## config.mk

```make
export PLATFORM = sky130hd
export DESIGN_NAME = led_pwm_ctrl
export DESIGN_NICKNAME = d
export VERILOG_FILES = /design/src/rtl/led_pwm_ctrl_pkg.sv /design/src/rtl/led_pwm_channel.sv /design/src/rtl/led_pwm_ctrl.sv
export SDC_FILE = /design/constraint.sdc
export NUM_CORES = 1
export LEC_CHECK = 0
export ABC_CLOCK_PERIOD_IN_PS = 2550
export BUFFER_PORTS_ARGS = -buffer_cell sky130_fd_sc_hd__clkbuf_2
export CORE_ASPECT_RATIO = 2
export CORE_MARGIN = 4
export CORE_UTILIZATION = 31
export DETAILED_ROUTE_END_ITERATION = 7
export SYNTH_ARGS = -nofsm -noshare
export SYNTH_HDL_FRONTEND = slang
export SYNTH_SLANG_ARGS = --single-unit
```

## constraint.sdc

```tcl
create_clock -name clk -period 2.55 [get_ports clk]
set_input_delay 0.3825 -clock clk [delete_from_list [all_inputs] [get_ports clk]]
set_output_delay 0.3825 -clock clk [all_outputs]
set_load 0.05 [all_outputs]
```

## src/rtl/led_pwm_ctrl_pkg.sv

```systemverilog
// Shared definitions for the memory-mapped LED PWM controller: register
// offsets, channel mode encodings and the byte-strobe merge helper.
package led_pwm_ctrl_pkg;

  // Low address bits that select a register inside the 256-byte window.
  localparam int WIN_BITS = 8;

  localparam logic [WIN_BITS-1:0] REG_PRESCALE = 8'h00;
  localparam logic [WIN_BITS-1:0] REG_BLINK    = 8'h04;
  localparam logic [WIN_BITS-1:0] REG_STATUS   = 8'h08;
  localparam logic [WIN_BITS-1:0] REG_CH0      = 8'h10;

  typedef enum logic [1:0] {
    MODE_OFF   = 2'd0,
    MODE_ON    = 2'd1,
    MODE_PWM   = 2'd2,
    MODE_BLINK = 2'd3
  } mode_e;

  // Replace only the bytes whose strobe is set.
  function automatic logic [31:0] merge_wstrb(input logic [31:0] old_word,
                                              input logic [31:0] new_word,
                                              input logic [3:0]  wstrb);
    logic [31:0] result;
    for (int b = 0; b < 4; b++) begin
      result[8*b +: 8] = wstrb[b] ? new_word[8*b +: 8] : old_word[8*b +: 8];
    end
    return result;
  endfunction

endpackage

```

## src/rtl/led_pwm_channel.sv

```systemverilog
// One LED channel: mode, duty shadow, period-aligned active duty and the
// registered LED output.
module led_pwm_channel
  import led_pwm_ctrl_pkg::*;
#(
  parameter int PWM_BITS = 8
) (
  input  logic                clk,
  input  logic                resetn,
  input  logic                wr_en,
  input  logic [31:0]         wr_data,
  input  logic [3:0]          wr_strb,
  input  logic [PWM_BITS-1:0] pwm_cnt,
  input  logic                period_end,
  input  logic                blink_phase,
  output logic [31:0]         cfg,
  output logic                led
);

  mode_e               mode;
  logic [PWM_BITS-1:0] duty_shadow;
  logic [PWM_BITS-1:0] active_duty;
  logic [31:0]         wr_merged;
  logic                below_duty;
  logic                led_next;
  logic                unused_wr_bits;

  always_comb begin
    cfg                  = '0;
    cfg[1:0]             = mode;
    cfg[8 +: PWM_BITS]   = duty_shadow;
  end

  assign wr_merged      = merge_wstrb(cfg, wr_data, wr_strb);
  assign unused_wr_bits = ^wr_merged;

  always_ff @(posedge clk or negedge resetn) begin
    if (!resetn) begin
      mode        <= MODE_OFF;
      duty_shadow <= '0;
      active_duty <= '0;
      led         <= 1'b0;
    end else begin
      if (wr_en) begin
        mode        <= mode_e'(wr_merged[1:0]);
        duty_shadow <= wr_merged[8 +: PWM_BITS];
      end
      // A write landing on period_end still loads the previous shadow here;
      // the new duty waits for the following period.
      if (period_end) begin
        active_duty <= duty_shadow;
      end
      led <= led_next;
    end
  end

  assign below_duty = (pwm_cnt < active_duty);

  always_comb begin
    led_next = 1'b0;
    case (mode)
      MODE_OFF:   led_next = 1'b0;
      MODE_ON:    led_next = 1'b1;
      MODE_PWM:   led_next = below_duty;
      MODE_BLINK: led_next = blink_phase & below_duty;
      default:    led_next = 1'b0;
    endcase
  end

endmodule

```

## src/rtl/led_pwm_ctrl.sv

```systemverilog
// Multi-channel LED controller on the PicoRV32 native memory bus: shared
// prescaler, PWM period counter and blink timer feeding NUM_CH channels.
module led_pwm_ctrl
  import led_pwm_ctrl_pkg::*;
#(
  parameter int          NUM_CH    = 4,
  parameter int          PWM_BITS  = 8,
  parameter logic [31:0] BASE_ADDR = 32'h1000_0000
) (
  input  logic              clk,
  input  logic              resetn,
  input  logic              mem_valid,
  input  logic [31:0]       mem_addr,
  input  logic [31:0]       mem_wdata,
  input  logic [3:0]        mem_wstrb,
  output logic              mem_ready,
  output logic [31:0]       mem_rdata,
  output logic [NUM_CH-1:0] led
);

  logic                 sel;
  logic                 req;
  logic                 wr_commit;
  logic [WIN_BITS-1:0]  offset;
  logic [WIN_BITS-3:0]  word_idx;
  logic [NUM_CH-1:0]    ch_hit;
  logic [NUM_CH-1:0]    ch_wr;
  logic [31:0]          ch_cfg [NUM_CH];
  logic [31:0]          rd_word;

  logic [15:0]          prescale;
  logic [15:0]          pre_cnt;
  logic [15:0]          blink;
  logic [15:0]          blink_cnt;
  logic                 blink_phase;
  logic [PWM_BITS-1:0]  pwm_cnt;
  logic                 tick;
  logic                 period_end;
  logic                 prescale_wr;
  logic                 blink_wr;
  logic [31:0]          prescale_merged;
  logic [31:0]          blink_merged;
  logic                 unused_bits;

  // ---------------------------------------------------------------- decode
  assign sel      = mem_valid && (mem_addr[31:WIN_BITS] == BASE_ADDR[31:WIN_BITS]);
  assign word_idx = mem_addr[WIN_BITS-1:2];
  assign offset   = {word_idx, 2'b00};

  // The first valid cycle is the request; the following cycle acknowledges
  // and is the one in which a write takes effect.
  assign req       = sel && !mem_ready;
  assign wr_commit = sel && mem_ready && (mem_wstrb != 4'b0000);

  assign prescale_wr = wr_commit && (offset == REG_PRESCALE);
  assign blink_wr    = wr_commit && (offset == REG_BLINK);

  assign prescale_merged = merge_wstrb({16'h0000, prescale}, mem_wdata, mem_wstrb);
  assign blink_merged    = merge_wstrb({16'h0000, blink}, mem_wdata, mem_wstrb);

  always_comb begin
    // NOTE: every output of a combinational block gets a default first so
    // no path can leave it unassigned and infer a latch.
    ch_hit = '0;
    ch_wr  = '0;
    for (int i = 0; i < NUM_CH; i++) begin
      ch_hit[i] = (word_idx == (REG_CH0[WIN_BITS-1:2] + 6'(i)));
      ch_wr[i]  = wr_commit && ch_hit[i];
    end
  end

  always_comb begin
    rd_word = '0;
    if (offset == REG_PRESCALE) begin
      rd_word = {16'h0000, prescale};
    end else if (offset == REG_BLINK) begin
      rd_word = {16'h0000, blink};
    end else if (offset == REG_STATUS) begin
      rd_word = 32'(led);
    end
    for (int i = 0; i < NUM_CH; i++) begin
      if (ch_hit[i]) begin
        rd_word = ch_cfg[i];
      end
    end
  end

  // ------------------------------------------------------------ bus handshake
  always_ff @(posedge clk or negedge resetn) begin
    if (!resetn) begin
      mem_ready <= 1'b0;
      mem_rdata <= '0;
    end else begin
      // NOTE: state registers use non-blocking assignments so every flop
      // samples the pre-edge values regardless of statement order.
      mem_ready <= req;
      mem_rdata <= req ? rd_word : 32'h0000_0000;
    end
  end

  // ----------------------------------------------------- timebase registers
  assign tick       = (pre_cnt == prescale);
  assign period_end = tick && (&pwm_cnt);

  always_ff @(posedge clk or negedge resetn) begin
    if (!resetn) begin
      prescale <= '0;
      pre_cnt  <= '0;
      pwm_cnt  <= '0;
    end else begin
      if (prescale_wr) begin
        prescale <= prescale_merged[15:0];
      end
      // A PRESCALE write restarts the prescaler, but a coincident tick still
      // advances the PWM counter below.
      if (prescale_wr || tick) begin
        pre_cnt <= '0;
      end else begin
        pre_cnt <= pre_cnt + 16'd1;
      end
      if (tick) begin
        pwm_cnt <= pwm_cnt + PWM_BITS'(1);
      end
    end
  end

  always_ff @(posedge clk or negedge resetn) begin
    if (!resetn) begin
      blink       <= '0;
      blink_cnt   <= '0;
      blink_phase <= 1'b0;
    end else begin
      if (blink_wr) begin
        blink     <= blink_merged[15:0];
        blink_cnt <= '0;
      end else if (period_end) begin
        if (blink_cnt == blink) begin
          blink_cnt   <= '0;
          blink_phase <= ~blink_phase;
        end else begin
          blink_cnt <= blink_cnt + 16'd1;
        end
      end
    end
  end

  // ---------------------------------------------------------------- channels
  for (genvar i = 0; i < NUM_CH; i++) begin : g_ch
    led_pwm_channel #(
      .PWM_BITS (PWM_BITS)
    ) u_ch (
      .clk         (clk),
      .resetn      (resetn),
      .wr_en       (ch_wr[i]),
      .wr_data     (mem_wdata),
      .wr_strb     (mem_wstrb),
      .pwm_cnt     (pwm_cnt),
      .period_end  (period_end),
      .blink_phase (blink_phase),
      .cfg         (ch_cfg[i]),
      .led         (led[i])
    );
  end

  assign unused_bits = ^{mem_addr[1:0], prescale_merged[31:16], blink_merged[31:16]};

endmodule

```

==> results.sh <==
export IMPL_start_util=0.316
export IMPL_cts_setup_buffers=0
export IMPL_finalSetupTns_ns=0
export IMPL_grt_pass1_wl_mm=35.4
export IMPL_core_area_um2=27100
export IMPL_clock_skew_ns=0.00957
export IMPL_status="completed"
export IMPL_cp_max_fo=14
export IMPL_yosysTopAreaCell="dfrtp_1"
export IMPL_ys_ff_latch=166
export IMPL_root_buffer="clkbuf_16"
export IMPL_finalWeightedCongestion=0.822
export IMPL_insertion_delay_ns=0.44
export IMPL_finalMaxSlewViolations=0
export IMPL_synth_main_ff_cell="dfrtp_1"
export IMPL_die_x_um=126
export IMPL_hp_class="in -> reg"
export IMPL_areaGrowthSynthToFinish_pct=17.8
export IMPL_synth_area_leaders="dfrtp_1 (48%), mux2_2 (12%), ha_1 (4.5%)"
export IMPL_numPortBuffers=73
export IMPL_finalCritPeriodShare=0.910
export IMPL_power_density_nw_per_um2=565
export IMPL_detail_route_antenna_nets=0
export IMPL_critPathCaptureType="flip-flop"
export IMPL_arrival_ns=2.69
export IMPL_seqCellArea_um2=4150
export IMPL_antenna_diode_count=0
export IMPL_finalSetupViolCount=0
export IMPL_drive_above_1_share=0.287
export IMPL_placed_cells_incl_taps=1170
export IMPL_crit_buf_inv=1
export IMPL_fin_crit_ns=2.32
export IMPL_async_reset_ff_frac=1.00
export IMPL_dieHeight_um=243
export IMPL_drtIter0Drc=451
export IMPL_design_area_um2=10100
export IMPL_row_count=85
export IMPL_hold_viol=0
export IMPL_slew_limit_headroom=0.589
export IMPL_tightestPinTransition_ns=0.610
export IMPL_fillers=2658
export IMPL_path_class="reg -> reg"
export IMPL_routed_via_count=6041
export IMPL_path_clk_slew_ns=0.06
export IMPL_synth_top_cell_area_share=0.485
export IMPL_syn_area_um2=8570
export IMPL_rsz0062_at_grt="false"
export IMPL_multi_input_area_um2=4070
export IMPL_cts_buffers=17
export IMPL_fin_nets=944
export IMPL_synth_edf_count=0
export IMPL_io_pin_count=108
export IMPL_peakVddDrop_v=0.000435
export IMPL_dieArea_um2=30500
export IMPL_path_cells="xnor2_1, nand4_1, nor4_2, buf_4, nand3b_4, or4_1, a21oi_1"
export IMPL_post_synth_cell_area_avg_um2=11.4
export IMPL_cts_num_sinks=166
export IMPL_dp_hpwl_mm=17.4
export IMPL_grt_usage=0.150
export IMPL_p_leak_uw=0.00461
export IMPL_critical_path_slowest_cell="or4_1"
export IMPL_grt_overflow=0
export IMPL_cp_data_required_time_ns=2.92
export IMPL_setup_worst_path_start_class="flip-flop"
export IMPL_fin_cells=1202
export IMPL_slowest_delay_ns=0.51
export IMPL_synthCells=750
export IMPL_wl_per_cell_um=18.9
export IMPL_yosysUniqueCellTypes=58
export IMPL_grt_pass1_vias=6136
export IMPL_timing_fmax_mhz=431
export IMPL_max_cap_violations=0
export IMPL_clk_path_buf_depth=2
export IMPL_h_tree_depth=4
export IMPL_firstDrtPassIters=4
export IMPL_avgViaCountPerCell=5.03
export IMPL_grt_max_degree=81
export IMPL_cp_top_family="simple AND/OR/NAND/NOR gates"
export IMPL_cts_tree="yes"
export IMPL_drt_wl_total_mm=22.8
export IMPL_placed_cell_area_um2=9430
export IMPL_ys_warnings_count=0
export IMPL_antenna_found_initial=2
export IMPL_drc=0
export IMPL_ys_seq_area_frac=0.485
## layout make-up
| type | count | share of cell area |
|---|---|---|
| inverters | 36 | 0.0134 |
| clock buffers | 24 | 0.0507 |
| flip-flops and latches | 166 | 0.412 |
| multi-input cells | 520 | 0.403 |
| clock inverters | 7 | 0.0139 |
| repair buffers | 101 | 0.0641 |
| well taps | 348 | 0.0431 |
## registers in the layout (all words and copies together) (netlist names)
| signal | flops |
|---|---|
| blink | 16 |
| blink_cnt | 16 |
| blink_phase | 1 |
| g_ch.u_ch.active_duty | 32 |
| g_ch.u_ch.duty_shadow | 32 |
| g_ch.u_ch.led | 4 |
| g_ch.u_ch.mode | 8 |
| mem_rdata | 16 |
| mem_ready | 1 |
| pre_cnt | 16 |
| prescale | 16 |
| pwm_cnt | 8 |
## logic make-up (layout without fill, tap and decap cells)
family                     count (synthesis)  count (layout)  synth area share
and+or+nand+nor                          197             197             0.132
DFF                                      166             166             0.485
muxes                                    122             122             0.158
AOI/OAI and AO/OA                        100             100            0.0761
buffers and inverters                     79             168            0.0472
xor gates and xnor gates                  54              54            0.0561
adders and majority gates                 31              31            0.0453
other                                      1              16          0.000438
## path summary, 6_finish.rpt
path	startpoint	to	slack (ns)	cells past startpoint
max	pre_cnt[5]$_DFF_PN0_	blink_cnt[11]$_DFFE_PN0P_	0.23	7
min	mem_wdata[4]	blink[4]$_DFFE_PN0P_	0.19	2
max reg2reg	pre_cnt[5]$_DFF_PN0_	blink_cnt[11]$_DFFE_PN0P_	0.23	7
min reg2reg	g_ch[3].u_ch.active_duty[2]$_DFFE_PN0P_	g_ch[3].u_ch.active_duty[2]$_DFFE_PN0P_	0.50	1
max in group asynchronous	resetn	prescale[11]$_DFFE_PN0P_	1.35	3
min in group asynchronous	resetn	pwm_cnt[0]$_DFFE_PN0P_	0.40	2
## layer usage
layer | global-route usage | vias to the layer above | share of wire
li1 | - | 2818 | -
met1 | 0.154 | 3038 | 0.36
met2 | 0.283 | 135 | 0.56
met3 | 0.0323 | 46 | 0.036
met4 | 0.0728 | 4 | 0.040
met5 | 0 | - | 0.00097
## metrics by stage
step | worst slack [ns] | util | hold slack (ns) | power, µW
after global placement | 0.148 | 0.348 | 0.311 | 2900
after global routing | 0.00419 | 0.372 | 0.197 | 5860
after detailed placement | 0.0857 | 0.348 | 0.314 | 2900
after floorplan | 0.453 | - | 0.0869 | 2780
final | 0.230 | 0.372 | 0.187 | 5700
after CTS | 0.213 | 0.372 | 0.177 | 5760
## synthesized netlist by cell type (all sizes together), types with 3 or more instances
master and count:
and3 7, nand2b 4, nand2 31, or3 5
mux2i 13, o221ai 4, xor2 11, nor3 7
mux2 109, a21oi 24, o21ai 24, o31ai 5
nor2b 11, xnor2 43, nor2 60, ha 31
a31oi 4, a21o 8, dfrtp 166, buf 33
a22oi 12, o41ai 5, inv 36, nand3b 3
or4 3, and2 5, nor4 8, a221oi 7
clkbuf 10, nand4 17, o211ai 5, nand3 20
nor4b 7
## timing repair
item / 4_1_cts / 5_1_grt
resized for setup: 0 / 0
endpoints found under the hold margin: 34 / 0
endpoints found under the setup margin: 0 / 0
hold buffers: 1 / 0
## report_power, final
part	internal, µW	switching (µW)
Sequential	2630	0.00000232
Clock	1790	1060
Combinational	51.5	170
## layout by cell type (no fill, tap or decap), drive strengths merged, types with 3 or more instances in the layout
cell,instances
and3,7
o31ai,5
a21o,8
nor4b,7
ha,31
nand4,17
xor2,11
nand3b,3
buf,28
xnor2,43
nor3,7
o211ai,5
nor2,60
or4,3
nor4,8
a21oi,24
nand3,20
nor2b,11
mux2,109
and2,5
o221ai,4
conb,16
clkbuf,96
dfrtp,166
bufinv,4
or3,5
mux2i,13
inv,36
nand2b,4
a221oi,7
a22oi,12
o41ai,5
nand2,31
a31oi,4
o21ai,24
Note: power is estimated with default switching activity, not from simulation.
